### src/rtl/mem_port_arbiter_if.sv
// mem_port_arbiter_if: fetch request/response, load/store request/response
// and memory-port signals; slave = arbiter side, master = requesters + memory.
interface mem_port_arbiter_if #(
  parameter int ADDR_W = 16,
  parameter int DATA_W = 32
);
  localparam int SW = DATA_W / 8;

  logic              if_req_valid;
  logic              if_req_ready;
  logic [ADDR_W-1:0] if_addr;
  logic              if_rsp_valid;
  logic [DATA_W-1:0] if_rsp_data;

  logic              d_req_valid;
  logic              d_req_ready;
  logic [ADDR_W-1:0] d_addr;
  logic              d_we;
  logic [DATA_W-1:0] d_wdata;
  logic [SW-1:0]     d_wstrb;
  logic              d_rsp_valid;
  logic [DATA_W-1:0] d_rsp_data;

  logic              mem_en;
  logic              mem_we;
  logic [ADDR_W-1:0] mem_addr;
  logic [DATA_W-1:0] mem_wdata;
  logic [SW-1:0]     mem_wstrb;
  logic [DATA_W-1:0] mem_rdata;

  modport slave (
    input  if_req_valid,
    input  if_addr,
    output if_req_ready,
    output if_rsp_valid,
    output if_rsp_data,
    input  d_req_valid,
    input  d_addr,
    input  d_we,
    input  d_wdata,
    input  d_wstrb,
    output d_req_ready,
    output d_rsp_valid,
    output d_rsp_data,
    output mem_en,
    output mem_we,
    output mem_addr,
    output mem_wdata,
    output mem_wstrb,
    input  mem_rdata
  );

  modport master (
    output if_req_valid,
    output if_addr,
    input  if_req_ready,
    input  if_rsp_valid,
    input  if_rsp_data,
    output d_req_valid,
    output d_addr,
    output d_we,
    output d_wdata,
    output d_wstrb,
    input  d_req_ready,
    input  d_rsp_valid,
    input  d_rsp_data,
    input  mem_en,
    input  mem_we,
    input  mem_addr,
    input  mem_wdata,
    input  mem_wstrb,
    output mem_rdata
  );
endinterface

### src/rtl/mem_port_arbiter.sv
// mem_port_arbiter: shares one memory port between fetch and load/store.
// Ports: clk, rst (sync, active-low), bus (slave modport of
// mem_port_arbiter_if: fetch req/rsp, data req/rsp, memory port).
// Data wins conflicts; fetch is forced through after STARVE_MAX denials.
// Read data returns one cycle after the grant, routed by an owner register.
// Optional MEMARB_STATS_EN adds stat_if_grants/stat_d_grants/stat_conflicts.
module mem_port_arbiter #(
  parameter int ADDR_W     = 16,
  parameter int DATA_W     = 32,
  parameter int STARVE_MAX = 4
) (
  input  logic clk,
  input  logic rst,
  mem_port_arbiter_if.slave bus
`ifdef MEMARB_STATS_EN
  ,
  output logic [31:0] stat_if_grants,
  output logic [31:0] stat_d_grants,
  output logic [31:0] stat_conflicts
`endif
);

  localparam logic [7:0] SMAX = 8'(STARVE_MAX);

  typedef enum logic [1:0] {
    OWN_IDLE,
    OWN_IF,
    OWN_D
  } own_e;

  own_e       own_q;
  own_e       own_d;
  logic       wr_q;
  logic [7:0] starve_cnt;
  logic       gnt_if;
  logic       gnt_d;
  logic       both;

  assign both = bus.if_req_valid
             && bus.d_req_valid;

  // Fetch wins when uncontested or once
  // it has been denied STARVE_MAX times.
  assign gnt_if = rst
               && bus.if_req_valid
               && (!bus.d_req_valid
                   || starve_cnt == SMAX);
  assign gnt_d  = rst
               && bus.d_req_valid
               && !gnt_if;

  assign bus.if_req_ready = gnt_if;
  assign bus.d_req_ready  = gnt_d;

  always_comb begin
    bus.mem_en    = gnt_if | gnt_d;
    bus.mem_we    = 1'b0;
    bus.mem_addr  = '0;
    bus.mem_wdata = '0;
    bus.mem_wstrb = '0;
    unique case (1'b1)
      gnt_d: begin
        bus.mem_we    = bus.d_we;
        bus.mem_addr  = bus.d_addr;
        bus.mem_wdata = bus.d_wdata;
        bus.mem_wstrb = bus.d_wstrb;
      end
      gnt_if: begin
        bus.mem_addr  = bus.if_addr;
      end
      default: ;
    endcase
  end

  always_ff @(posedge clk) begin
    if (!rst) begin
      starve_cnt <= '0;
    end else if (!bus.if_req_valid
                 || gnt_if) begin
      starve_cnt <= '0;
    end else if (starve_cnt != SMAX) begin
      starve_cnt <= starve_cnt + 8'd1;
    end
  end

  always_ff @(posedge clk) begin
    if (!rst) begin
      own_q <= OWN_IDLE;
      wr_q  <= 1'b0;
    end else begin
      own_q <= own_d;
      wr_q  <= gnt_d && bus.d_we;
    end
  end

  always_comb begin
    own_d = OWN_IDLE;
    unique case (1'b1)
      gnt_if:  own_d = OWN_IF;
      gnt_d:   own_d = OWN_D;
      default: ;
    endcase
  end

  always_comb begin
    bus.if_rsp_valid = 1'b0;
    bus.if_rsp_data  = '0;
    bus.d_rsp_valid  = 1'b0;
    bus.d_rsp_data   = '0;
    unique case (own_q)
      OWN_IF: begin
        bus.if_rsp_valid = 1'b1;
        bus.if_rsp_data  = bus.mem_rdata;
      end
      OWN_D: begin
        bus.d_rsp_valid  = 1'b1;
        // stores are acknowledged with 0
        bus.d_rsp_data   = wr_q ? '0
                         : bus.mem_rdata;
      end
      default: ;
    endcase
  end

`ifdef MEMARB_STATS_EN
  always_ff @(posedge clk) begin
    if (!rst) begin
      stat_if_grants <= '0;
      stat_d_grants  <= '0;
      stat_conflicts <= '0;
    end else begin
      if (gnt_if)
        stat_if_grants <= stat_if_grants + 32'd1;
      if (gnt_d)
        stat_d_grants  <= stat_d_grants + 32'd1;
      if (both)
        stat_conflicts <= stat_conflicts + 32'd1;
    end
  end
`else
  logic unused_both;
  assign unused_both = both;
`endif

endmodule

### src/flat_wrapper.sv
// flat-port wrapper written by rule: the top's interface ports become plain ports
module mem_port_arbiter_flat 
#(
  parameter int ADDR_W     = 16,
  parameter int DATA_W     = 32,
  parameter int STARVE_MAX = 4
)
  (clk, rst, bus_if_req_valid, bus_if_addr, bus_if_req_ready, bus_if_rsp_valid, bus_if_rsp_data, bus_d_req_valid, bus_d_addr, bus_d_we, bus_d_wdata, bus_d_wstrb, bus_d_req_ready, bus_d_rsp_valid, bus_d_rsp_data, bus_mem_en, bus_mem_we, bus_mem_addr, bus_mem_wdata, bus_mem_wstrb, bus_mem_rdata);
  mem_port_arbiter_if #(.ADDR_W(ADDR_W), .DATA_W(DATA_W)) bus_i ();
  input  logic clk;
  input  logic rst;
  input wire logic [$bits(bus_i.if_req_valid)-1:0] bus_if_req_valid;
  input wire logic [$bits(bus_i.if_addr)-1:0] bus_if_addr;
  output wire logic [$bits(bus_i.if_req_ready)-1:0] bus_if_req_ready;
  output wire logic [$bits(bus_i.if_rsp_valid)-1:0] bus_if_rsp_valid;
  output wire logic [$bits(bus_i.if_rsp_data)-1:0] bus_if_rsp_data;
  input wire logic [$bits(bus_i.d_req_valid)-1:0] bus_d_req_valid;
  input wire logic [$bits(bus_i.d_addr)-1:0] bus_d_addr;
  input wire logic [$bits(bus_i.d_we)-1:0] bus_d_we;
  input wire logic [$bits(bus_i.d_wdata)-1:0] bus_d_wdata;
  input wire logic [$bits(bus_i.d_wstrb)-1:0] bus_d_wstrb;
  output wire logic [$bits(bus_i.d_req_ready)-1:0] bus_d_req_ready;
  output wire logic [$bits(bus_i.d_rsp_valid)-1:0] bus_d_rsp_valid;
  output wire logic [$bits(bus_i.d_rsp_data)-1:0] bus_d_rsp_data;
  output wire logic [$bits(bus_i.mem_en)-1:0] bus_mem_en;
  output wire logic [$bits(bus_i.mem_we)-1:0] bus_mem_we;
  output wire logic [$bits(bus_i.mem_addr)-1:0] bus_mem_addr;
  output wire logic [$bits(bus_i.mem_wdata)-1:0] bus_mem_wdata;
  output wire logic [$bits(bus_i.mem_wstrb)-1:0] bus_mem_wstrb;
  input wire logic [$bits(bus_i.mem_rdata)-1:0] bus_mem_rdata;
  assign bus_i.if_req_valid = bus_if_req_valid;
  assign bus_i.if_addr = bus_if_addr;
  assign bus_if_req_ready = bus_i.if_req_ready;
  assign bus_if_rsp_valid = bus_i.if_rsp_valid;
  assign bus_if_rsp_data = bus_i.if_rsp_data;
  assign bus_i.d_req_valid = bus_d_req_valid;
  assign bus_i.d_addr = bus_d_addr;
  assign bus_i.d_we = bus_d_we;
  assign bus_i.d_wdata = bus_d_wdata;
  assign bus_i.d_wstrb = bus_d_wstrb;
  assign bus_d_req_ready = bus_i.d_req_ready;
  assign bus_d_rsp_valid = bus_i.d_rsp_valid;
  assign bus_d_rsp_data = bus_i.d_rsp_data;
  assign bus_mem_en = bus_i.mem_en;
  assign bus_mem_we = bus_i.mem_we;
  assign bus_mem_addr = bus_i.mem_addr;
  assign bus_mem_wdata = bus_i.mem_wdata;
  assign bus_mem_wstrb = bus_i.mem_wstrb;
  assign bus_i.mem_rdata = bus_mem_rdata;
  mem_port_arbiter #(.ADDR_W(ADDR_W), .DATA_W(DATA_W), .STARVE_MAX(STARVE_MAX)) u_core (.clk(clk), .rst(rst), .bus(bus_i));
endmodule
### config.mk
export PLATFORM = sky130hd
export DESIGN_NAME = mem_port_arbiter_flat
export DESIGN_NICKNAME = d
export VERILOG_FILES = /design/src/rtl/mem_port_arbiter_if.sv /design/src/rtl/mem_port_arbiter.sv /design/src/flat_wrapper.sv
export SDC_FILE = /design/constraint.sdc
export NUM_CORES = 1
export LEC_CHECK = 0
export ABC_AREA = 1
export ABC_CLOCK_PERIOD_IN_PS = 4800
export CORE_AREA = 2 2 88 90
export DETAILED_ROUTE_END_ITERATION = 7
export DIE_AREA = 0 0 90 92
export GPL_ROUTABILITY_DRIVEN = 0
export PLACE_DENSITY = 0.78
export SYNTH_ARGS = -nofsm -noshare
export SYNTH_HDL_FRONTEND = slang
export SYNTH_SLANG_ARGS = --single-unit
### constraint.sdc
create_clock -name clk -period 4.8 [get_ports clk]
set_clock_uncertainty 0.1 [all_clocks]
set_input_delay 0.96 -clock clk [delete_from_list [all_inputs] [get_ports clk]]
set_output_delay 0.96 -clock clk [all_outputs]
set_load 0.01 [all_outputs]
Word level (Yosys, flattened, before mapping):

Index checks and enable logic that the tools add are counted.

* add/sub/neg operators: 1
* eq/ne operators: 4
* mux-type cells: 10
* bitwise logic cells: 2
* reductions and logical operators: 11

Operator list (count)
* 32-bit two-way mux: 4
* 16-bit one-hot mux with 2 select lines: 1
* 8-bit by 1-bit adder with 8-bit output (second input constant): 1
* 8-bit by 3-bit == test with 1-bit output (second input constant): 1
* 8-bit by 3-bit inequality test with 1-bit output (second input constant): 1
* 1-bit logical AND: 5
* 4-bit two-way mux: 1
* 2-bit one-hot mux with 2 select lines: 1
* 1-bit logical NOT: 3
* 1-bit two-way mux: 3
* 2-bit by 1-bit == test with 1-bit output (second input constant): 1
* 2-bit == test (second input constant): 1
* 1-bit logical OR: 2
* 2-bit OR reduction: 1
* 1-bit inverter: 1
* 1-bit bitwise OR: 1

* bits in registers: 11
* bits of input ports: 105
* output and inout bits: 122

Longest topological paths before layout:

* depth after elaboration: 6
* mapped depth: 9
* mapped depth without buffers: 8

Worst setup path before layout:

No wires, ideal clock.

* path kind: in2out
* start point: input bus_if_req_valid
* end point: output bus_mem_wdata[10]
* data arrival time: 1826 ps
* slack: 1914 ps
* stages on the path: 6
* path through: nand2_1 > inv_1 > nand2_2 > nand2_4 > buf_4 > nor2_1

* word-level cells in the longest chain between the ends: 5

RTL lines
* start, declared: line flat_wrapper.sv:12 `input wire logic [$bits(bus_i.if_req_valid)-1:0] bus_if_req_valid;`
* 1-bit logical AND: line mem_port_arbiter.sv:45 `&& bus.if_req_valid`
* 1-bit logical AND: line mem_port_arbiter.sv:46 `&& (!bus.d_req_valid`
* 1-bit logical NOT: line mem_port_arbiter.sv:50 `&& !gnt_if;`
* 1-bit logical AND: line mem_port_arbiter.sv:50
* 32-bit two-way mux: line mem_port_arbiter.sv:61 `unique case (1'b1)`
* end, declared: line flat_wrapper.sv:28 `output wire logic [$bits(bus_i.mem_wdata)-1:0] bus_mem_wdata;`

No other way between the ends.

Worst setup path in the final report:

* start point: input rst
* end point: output bus_mem_wdata[17]

* word-level cells in the longest chain between the ends: 5
* elaborated cells between the ends (all ways): 6
* those cells by class: mux (1); reduce/logical (5)

RTL lines
* start, declared: line flat_wrapper.sv:11 `input logic rst;`
* 1-bit logical AND: line mem_port_arbiter.sv:45
* 1-bit logical AND: line mem_port_arbiter.sv:46
* 1-bit logical NOT: line mem_port_arbiter.sv:50
* 1-bit logical AND *: line mem_port_arbiter.sv:50
* 32-bit two-way mux *: line mem_port_arbiter.sv:61

Mark *: on every way between the ends. The rest lies on a longest branch, timed or not.

==> out/qor.csv <==
metric,value,unit
run_status,"complete, no violations",
cts.sinks,11,
cp.buffers_inverters,3,
grt_pass1_vias,2317,
ant_nets,0,
rsz0062_at_grt,false,
wl_per_cell,11.1,um
drt-met1-wl,2.52,mm
met3_length,680,um
core.rowCount,32,
grt_usage,14.9,%
synth_fp_nets,409,
r2r_cells,7,
max_freq,0.241,GHz
crit_family,buffers and inverters,
ios,227,
viasPerCell,3.90,
r2r_setup_slack,2960,ps
via_count,2421,
fin_setup_tns,0,ps
syn_area,0.00149,mm^2
cts-root-buf,clkbuf_8,
yosys.cell_types.count,24,
pre_cts_slack,637,ps
clk_pin_slew,50,ps
power_density,113,mW/mm^2
grt_first_pass_wirelength,10.3,mm
crit_path_max_incr_delay,560,ps
ys_top_cells_by_area,"nor2_1, inv_1, dfxtp_1",
cts_setup_buffers,0,
worst-path-max-fanout,40,
grt_antenna_before_repair,0,
cap_violations,0,
clock_path_buffers,2,
critPathCaptureType,output pin,
synth_top_area_share,28.2,%
dp_hpwl,6.03,mm
cts.repair.resized,0,
fp.dieW,90,um
async_flop_share,0,%
area_growth,157,%
place_area,0.00378,mm^2
diodes,0,
numCtsBuffers,3,
highest_layer,met4,
setup_viol,0,
dr_wl_met2,3.56,mm
slew_viol_final,0,
syn-mean-instance-area,4.93,um^2
die-area,0.00828,mm^2
drc,0,
insertion_delay,230,ps
ir_worst_vdd,114,uV
initial_core_util,20.0,%
cp_cell_sequence,"clkdlybuf4s50_1, nand2_1, inv_1, nand2_2, nand2_4, nor2_1, clkdlybuf4s50_1",
hp-start,u_core.starve_cnt[0]$_SDFFE_PP0N_,
layout_setup_ws,653,ps
grt_max_degree,41,
startpoint_type,input pin,
seq_area_frac_synth,14.8,%
first_iter_violations,39,
synth_flop_cell,dfxtp_1,
period_share,86.4,%
crit_type,input pin to output pin,
hold_end,u_core.starve_cnt[0]$_SDFFE_PP0N_,
crit_path_top_delay_cell,clkdlybuf4s50_1,
num-fill-cells,712,
timing.rr.start,u_core.starve_cnt[0]$_SDFFE_PP0N_,
place.port_buffers,226,
chipHeight,92,um
critPathMostFrequentCell,clkdlybuf4s50_1,
synth_edf_count,0,
hp-class,flip-flop to flip-flop,
required,3740,ps
drive_gt1_share,2.89,%
cts_max_level,1,
hold_buffers,0,
coreArea,0.00745,mm^2
rr_endpoint,u_core.own_q[1]$_SDFF_PN0_,
ys_warn_count,0,
drt_wl_total,6.92,mm
final_area,0.00383,mm^2
worst_pin_slew,1030,ps
arrival,3090,ps
slew_headroom,31.1,%
hold_depth,1,
ys_ff_latch,11,
synthCells,302,
cts_tree,yes,
overflow,0,
hold_viol_final,0,
post-route-min-period,4150,ps
dr.pass1.iters,4,
final_nets,627,
yosys.area.top_type,nor2_1,
p_leak,1.82,nW
flip-flops by register name (all words and copies together) (netlist names):
signal             count
u_core.starve_cnt      8
u_core.own_q           2
u_core.wr_q            1
power breakdown:
part	switching, W	internal, W	total, W	leakage (nW)
combinational	0.0000947	0.000155	0.000249	1.71
clock	0.0000328	0.0000582	0.0000910	0.0228
sequential	0.000000888	0.0000931	0.0000940	0.0893
cells in the final DEF (no fill, tap or decap), types with 2 or more instances in the layout:
| cell | count |
|---|---|
| clkdlybuf4s50_1 | 226 |
| nor2_1 | 112 |
| inv_1 | 82 |
| nand2_1 | 41 |
| nand3_1 | 19 |
| dfxtp_1 | 11 |
| nand2_2 | 5 |
| a21oi_1 | 3 |
| clkbuf_8 | 3 |
| nor2_4 | 2 |
| xnor2_1 | 2 |
| ha_1 | 2 |
per-layer routing:
metal,vias up,track usage (%)
met1,985,15.1
met2,150,29.4
met3,12,3.53
met4,0,5.38
met5,-,0
li1,1274,-
worst max-delay path by stage:
stage	start	end	slack [ps]	cells past startpoint
global placement	bus_if_req_valid	bus_mem_wdata[19]	650	7
finish	rst	bus_mem_wdata[17]	650	7
CTS	bus_if_req_valid	bus_mem_wdata[23]	620	7
detailed placement	bus_if_req_valid	bus_mem_wdata[15]	640	7
global route	bus_if_req_valid	bus_mem_wdata[24]	450	7
floorplan	bus_if_req_valid	bus_mem_wdata[10]	1910	6
cells by family (layout without fill, tap and decap cells):
family,count (synthesis),in the layout,synth area share (%)
flip-flops,11,11,14.8
AO/OA/AOI/OAI,5,5,2.02
buffers and inverters,96,313,27.2
AND/OR/NAND/NOR,185,185,52.5
adder cells (fa/ha/maj),2,2,1.68
XOR/XNOR,3,3,1.77
synthesized netlist by cell type, drive strengths merged (2+ instances only):
cell and count:
nand2 47, clkbuf 7, nand3 20, dfxtp 11, buf 6, ha 2, a21oi 3, xnor2 2
nor2 115, inv 82
cell type report:
cell class	instances	area (um^2)	share of cell area (%)
Clock buffer	4	45.0	1.18
Inverter	83	312	8.13
Multi-Input combinational cell	195	863	22.5
Sequential cell	11	220	5.75
Tap cell	102	128	3.33
Timing Repair Buffer	226	2260	59.1
worst reg2reg max path, stage by stage (launching register included):
cell	delay [ps]
dfxtp_1	340
inv_1	70
ha_1	160
nand3_2	120
o21ai_2	170
nand2_2	230
nand2_4	400
inv_1	110
per-stage QoR:
step | cells | hold slack [ps] | total power (W) | utilization, %
3_5_place_dp | 617 | 379 | 0.000347 | 50.8
3_3_place_gp | 617 | 344 | 0.000344 | 50.8
2_1_floorplan | 302 | 330 | 0.000179 | -
5_1_grt | 621 | 406 | 0.000459 | 51.4
6_report | 621 | 392 | 0.000434 | 51.4
4_1_cts | 621 | 389 | 0.000440 | 51.4
No activity file was read; power rests on OpenSTA's default activity.
